`config.mk`:
```
export PLATFORM = sky130hd
export DESIGN_NAME = posit_mult_arbiter
export DESIGN_NICKNAME = d
export VERILOG_FILES = /design/src/rtl/posit_mult_arbiter.sv
export SDC_FILE = /design/constraint.sdc
export NUM_CORES = 1
export LEC_CHECK = 0
export CAP_MARGIN = 10
export CELL_PAD_IN_SITES_DETAIL_PLACEMENT = 1
export CELL_PAD_IN_SITES_GLOBAL_PLACEMENT = 2
export CORE_ASPECT_RATIO = 1.2
export CORE_MARGIN = 2
export CORE_UTILIZATION = 30
export CTS_BUF_LIST = sky130_fd_sc_hd__clkbuf_16
export DETAILED_ROUTE_END_ITERATION = 12
export PLACE_DENSITY_LB_ADDON = 0.1
export SYNTH_ARGS = -nofsm -noshare
export SYNTH_HDL_FRONTEND = slang
export SYNTH_SLANG_ARGS = --single-unit
```
`constraint.sdc`:
```
create_clock -name clk -period 10.35 [get_ports clk]
set_clock_uncertainty 0.05 [all_clocks]
set_input_delay 1.5525 -clock clk [delete_from_list [all_inputs] [get_ports clk]]
set_output_delay 1.5525 -clock clk [all_outputs]
set_load 0.02 [all_outputs]
```
`src/rtl/posit_mult_arbiter.sv`:
```
// rtl/posit_mult_arbiter.sv - round-robin arbiter sharing one posit multiplier; op_count built only with POSIT_MULT_ARB_STATS_EN
module Mult_Arithmetic #(
    parameter int N  = 8,
    parameter int ES = 4
) (
    input  logic [N-1:0] in1,
    input  logic [N-1:0] in2,
    output logic [N-1:0] out
);
    localparam int SW = 16;
    localparam int RW = $clog2(N) + 1;
    localparam int PW = 2 * N + 2;
    localparam int FW = 2 * N + 1;
    localparam int XW = N + 1 + ES + FW;
    localparam logic [N-1:0] NAR = {1'b1, {(N-1){1'b0}}};
    localparam logic signed [SW-1:0] ONE = 1;
    localparam logic signed [SW-1:0] LIM = SW'(N - 1);
    localparam logic signed [SW-1:0] NW  = SW'(N);

    // Returns {scale, left-aligned fraction} of |x|; missing exponent bits read as zero.
    function automatic logic [SW+N-1:0] decode(input logic [N-1:0] x);
        logic [N-1:0]         ax;
        logic [RW-1:0]        m;
        logic                 done;
        logic [N+ES-1:0]      rem;
        logic signed [SW-1:0] k;
        ax   = x[N-1] ? -x : x;
        m    = '0;
        done = 1'b0;
        for (int i = N - 2; i >= 0; i--) begin
            if (!done && (ax[i] == ax[N-2])) m = m + RW'(1);
            else                              done = 1'b1;
        end
        k   = ax[N-2] ? $signed(SW'(m)) - ONE : -$signed(SW'(m));
        rem = {ax, {ES{1'b0}}} << (m + RW'(2));
        return {(k <<< ES) + $signed(SW'(rem[N+ES-1 -: ES])), rem[N-1:0]};
    endfunction

    logic [SW+N-1:0]      d1, d2;
    logic signed [SW-1:0] scale, k, run;
    logic [PW-1:0]        prod;
    logic [FW-1:0]        frac;
    logic [XW-1:0]        x, xs;
    logic [N-2:0]         body;
    logic                 guard, sticky, kpos, neg;
    logic [N-1:0]         mag;

    // Decode, multiply mantissas, re-encode with round-to-nearest-even and posit saturation.
    always_comb begin
        d1    = decode(in1);
        d2    = decode(in2);
        neg   = in1[N-1] ^ in2[N-1];
        prod  = PW'({1'b1, d1[N-1:0]}) * PW'({1'b1, d2[N-1:0]});
        scale = $signed(d1[SW+N-1:N]) + $signed(d2[SW+N-1:N]);
        if (prod[PW-1]) begin
            scale = scale + ONE;
            frac  = prod[PW-2:0];
        end else begin
            frac  = {prod[PW-3:0], 1'b0};
        end
        k      = scale >>> ES;
        kpos   = !k[SW-1];
        run    = kpos ? k + ONE : -k;
        x      = {{N{kpos}}, !kpos, scale[ES-1:0], frac};
        xs     = x << $unsigned(NW - run);
        body   = xs[XW-1 -: N-1];
        guard  = xs[XW-N];
        sticky = |xs[XW-N-1:0];
        if (run >= LIM)
            body = kpos ? '1 : (N-1)'(1);
        else if (guard && (sticky || body[0]) && !(&body))
            body = body + (N-1)'(1);
        mag = {1'b0, body};
        out = neg ? -mag : mag;
        if (in1 == NAR || in2 == NAR)
            out = NAR;
        else if (in1 == '0 || in2 == '0)
            out = '0;
    end
endmodule

module posit_mult_arbiter #(
    parameter int N    = 8,
    parameter int ES   = 4,
    parameter int NREQ = 4,
    parameter int IDW  = $clog2(NREQ)
) (
    input  logic              clk,
    input  logic              reset,
    input  logic [NREQ-1:0]   req_valid,
    output logic [NREQ-1:0]   req_ready,
    input  logic [NREQ*N-1:0] req_a,
    input  logic [NREQ*N-1:0] req_b,
    output logic              resp_valid,
    input  logic              resp_ready,
    output logic [N-1:0]      resp_data,
    output logic [IDW-1:0]    resp_id,
    output logic              busy,
    output logic [15:0]       op_count
);
    typedef enum logic [1:0] {IDLE, EXEC, HOLD} state_t;

    state_t         state, state_nxt;
    logic [IDW-1:0] ptr, grant_id, id_q;
    logic [IDW:0]   idx;
    logic           grant_hit;
    logic [N-1:0]   op_a, op_b, product;

    Mult_Arithmetic #(.N(N), .ES(ES)) u_mult (
        .in1 (op_a),
        .in2 (op_b),
        .out (product)
    );

    // First valid requester at or after the pointer, wrapping modulo NREQ.
    always_comb begin
        grant_hit = 1'b0;
        grant_id  = '0;
        idx       = '0;
        for (int i = 0; i < NREQ; i++) begin
            idx = {1'b0, ptr} + (IDW+1)'(i);
            if (idx >= (IDW+1)'(NREQ)) idx = idx - (IDW+1)'(NREQ);
            if (!grant_hit && req_valid[idx[IDW-1:0]]) begin
                grant_hit = 1'b1;
                grant_id  = idx[IDW-1:0];
            end
        end
    end

    // Next state and the single-bit grant; grants only from IDLE, never from resp_ready.
    always_comb begin
        state_nxt = state;
        req_ready = '0;
        case (state)
            IDLE: if (grant_hit) begin
                req_ready[grant_id] = 1'b1;
                state_nxt           = EXEC;
            end
            EXEC: state_nxt = HOLD;
            HOLD: if (resp_ready) state_nxt = IDLE;
            default: state_nxt = IDLE;
        endcase
    end

    // State, operand capture on grant, result capture in EXEC.
    always_ff @(posedge clk) begin
        if (reset) begin
            state     <= IDLE;
            ptr       <= '0;
            op_a      <= '0;
            op_b      <= '0;
            id_q      <= '0;
            resp_data <= '0;
            resp_id   <= '0;
        end else begin
            state <= state_nxt;
            if (state == IDLE && grant_hit) begin
                op_a <= req_a[grant_id*N +: N];
                op_b <= req_b[grant_id*N +: N];
                id_q <= grant_id;
                ptr  <= (grant_id == IDW'(NREQ - 1)) ? '0 : grant_id + IDW'(1);
            end
            if (state == EXEC) begin
                resp_data <= product;
                resp_id   <= id_q;
            end
        end
    end

    assign resp_valid = (state == HOLD);
    assign busy       = (state != IDLE);

`ifdef POSIT_MULT_ARB_STATS_EN
    logic [15:0] op_count_q;

    // Saturating count of completed response handshakes.
    always_ff @(posedge clk) begin
        if (reset)
            op_count_q <= '0;
        else if (resp_valid && resp_ready && op_count_q != 16'hFFFF)
            op_count_q <= op_count_q + 16'd1;
    end

    assign op_count = op_count_q;
`else
    assign op_count = 16'h0000;
`endif
endmodule

```
==> out/metrics.yaml, run 1 <==
synth:
  syn_inst: 1057
  seq_area_frac_synth: 0.08278
  syn_area_um2: 7739
  avgSynthCellArea_um2: 7.321
  synth-edff-count: 0
  ys_types: 102
  synth_flop_cell: "dfxtp_1"
  async_reset_ff_frac: 0
  ys_seq_elements: 32
  ys_warn_count: 0
grt:
  use_met3: 0.01701
  grt_pass1_wl_um: 47310
  grt_max_degree: 43
  first_global_vias: 8817
  grt_use_total: 0.2145
  grt_antenna_before_repair: 0
  grt_overflow_total: 0
  top_usage_layer: "met2"
  use_met2: 0.3913
  grt_use_met1: 0.2605
run_status:
  run_status: "completed"
detailed_routing:
  drt-vias-per-instance: 5.629
  wirelength_um: 29750
  num_vias: 8675
  ant_nets: 0
  drt_first_iter_violations: 386
  drcViolationCount: 0
  dr.pass1.iters: 4
  routedWlPerCell_um: 19.30
sta:
  setup_viol: 0
  fmax_ghz: 0.1002
  max_slew.worst_pin.slew_ps: 951.7
  final_max_slew_viol_count: 0
  layout_setup_ws_ps: 372.5
  period_needed_ps: 9977
  period_share: 0.9640
  slew_headroom: 0.3610
  hold_viol_final: 0
clock_network:
  clkTransAtPathRegs_ps: 60
  clk_latency_ps: 280
  cts_htree_levels: 2
  root_buffer: "clkbuf_16"
  cts.sink_count: 32
  tritoncts: "done"
  clockBufferDepth: 2
  cts_made_buffers: 5
setup_path:
  start_kind: "flip-flop"
  crit_top_cell: "ha_4"
  critPathMaxStageDelay_ps: 600
  r2r_start: "op_b[4]"
  required_ps: 10470
  crit_type: "flip-flop to flip-flop"
  cp_max_fo: 7
  startpoint: "op_b[4]"
  arrival_ps: 10100
  worstSetupEndpointType: "flip-flop"
  slowest_stage: "or4_4"
placed_design:
  port_buffers: 86
  place_hpwl_um: 24010
  post-place-ws_ps: -369.2
  dpl.cell_count: 1504
  routabilityCongestion: 0.8638
  dpl_cell_area_um2: 9610
layout:
  final_nets: 1348
  fillers: 3103
  final_common_cell: "nor2_1"
  layout_common_cells: "nor2_1, buf_4, clkdlybuf4s50_1"
  final_cells: 1541
  drive_gt1_frac: 0.2180
  diodes: 0
  syn2layout_area_growth_pct: 34.94
  postLayoutCellArea_um2: 10440
floorplanning:
  row_count: 64
  die_w_um: 150.6
  initial_utilization: 0.3039
  top_level_ports: 103
  die_h_um: 179.9
  dieArea_um2: 27100
  core_um2: 25460
job:
  maxCapViolations: 0
min_path:
  min_from: "id_q[1]"
  min_path_type: "flip-flop to flip-flop"
==> per-layer routing <==
| layer | wire, um | vias up |
|---|---|---|
| met4 | 901 | 0 |
| met3 | 770 | 37 |
| met1 | 12760 | 4231 |
| met5 | 0 | - |
| li1 | - | 4248 |
| met2 | 15320 | 159 |
==> critical path: cells and delay by family, from the launching register on <==
| kind | cells | cell delay (ps) |
|---|---|---|
| mux | 1 | 230 |
| fa+ha+maj | 9 | 2720 |
| simple gates | 11 | 2650 |
| flops | 1 | 310 |
| xor+xnor | 3 | 400 |
| buf+inv | 5 | 540 |
| compound gates | 14 | 2980 |
==> what timing repair did <==
item	4_1_cts	5_1_grt
hold buffers	0	0
endpoints found under the setup margin	7	8
buffers inserted	4	24
resized for setup	19	75
cloned	1	0
endpoints found under the hold margin	0	0
pin swaps	4	33
==> Yosys cell counts, types with 18 or more instances <==
master	n	area share
xnor2_1	46	0.052
nor3_1	20	0.013
nor2_1	119	0.058
mux2i_1	39	0.050
inv_1	58	0.028
a21o_1	20	0.019
a21oi_1	77	0.050
clkbuf_1	43	0.021
nand2_1	65	0.032
a211oi_1	33	0.032
dfxtp_1	32	0.083
xor2_1	19	0.022
ha_1	56	0.091
o21ai_0	37	0.024
o211ai_1	18	0.017
==> registers in the layout (all words and copies together), names as in the netlist <==
| signal | cells |
|---|---|
| ptr | 2 |
| resp_id | 2 |
| resp_data | 8 |
| op_b | 8 |
| op_a | 8 |
| id_q | 2 |
| state | 2 |
==> final cells by class <==
class | count | area (um^2) | share of cell area
clock buffers | 5 | 125.1 | 0.01198
clock inverters | 3 | 18.77 | 0.001797
inverters | 60 | 234.0 | 0.02241
multi-input cells | 910 | 7267 | 0.6959
flip-flops and latches | 32 | 653.1 | 0.06254
well taps | 330 | 412.9 | 0.03954
repair buffers | 201 | 1732 | 0.1658
==> worst paths after layout <==
path | endpoint | slack (ps) | cells past startpoint
max | resp_data[6] | 370 | 43
min | resp_id[1] | 410 | 2
max reg2reg | resp_data[6] | 370 | 43
min reg2reg | resp_id[1] | 410 | 2
==> logic make-up after synthesis <==
family | share of synthesized area
fa+ha+maj | 0.1190
other cells | 0.0009705
flops | 0.08278
buf+inv | 0.07728
mux | 0.06499
compound gates | 0.3552
simple gates | 0.2262
xor+xnor | 0.07357
==> metrics by stage <==
stage	TNS (ps)	hold slack, ps	utilization
floorplan	0	381.6	-
global placement	-119.1	402.1	0.3774
detailed placement	-1686	406.9	0.3774
CTS	0	413.9	0.3881
global route	-176.6	443.6	0.4101
finish	0	409.4	0.4101
Power of run 1 is left out: the tool's default activity adds up to more than one toggle a clock period on the data nets, which glitch-free logic cannot reach.
==> run 2: changes to the inputs <==
--- a/config.mk
+++ b/config.mk
@@ -14,6 +14,7 @@
 export CTS_BUF_LIST = sky130_fd_sc_hd__clkbuf_16
 export DETAILED_ROUTE_END_ITERATION = 12
 export PLACE_DENSITY_LB_ADDON = 0.1
+export SLEW_MARGIN = 20
 export SYNTH_ARGS = -nofsm -noshare
 export SYNTH_HDL_FRONTEND = slang
 export SYNTH_SLANG_ARGS = --single-unit
==> results of run 2 <==
Same layout as run 1: the final DEF is identical, and so are final timing and power.
Power of run 2 is left out for the same reason.
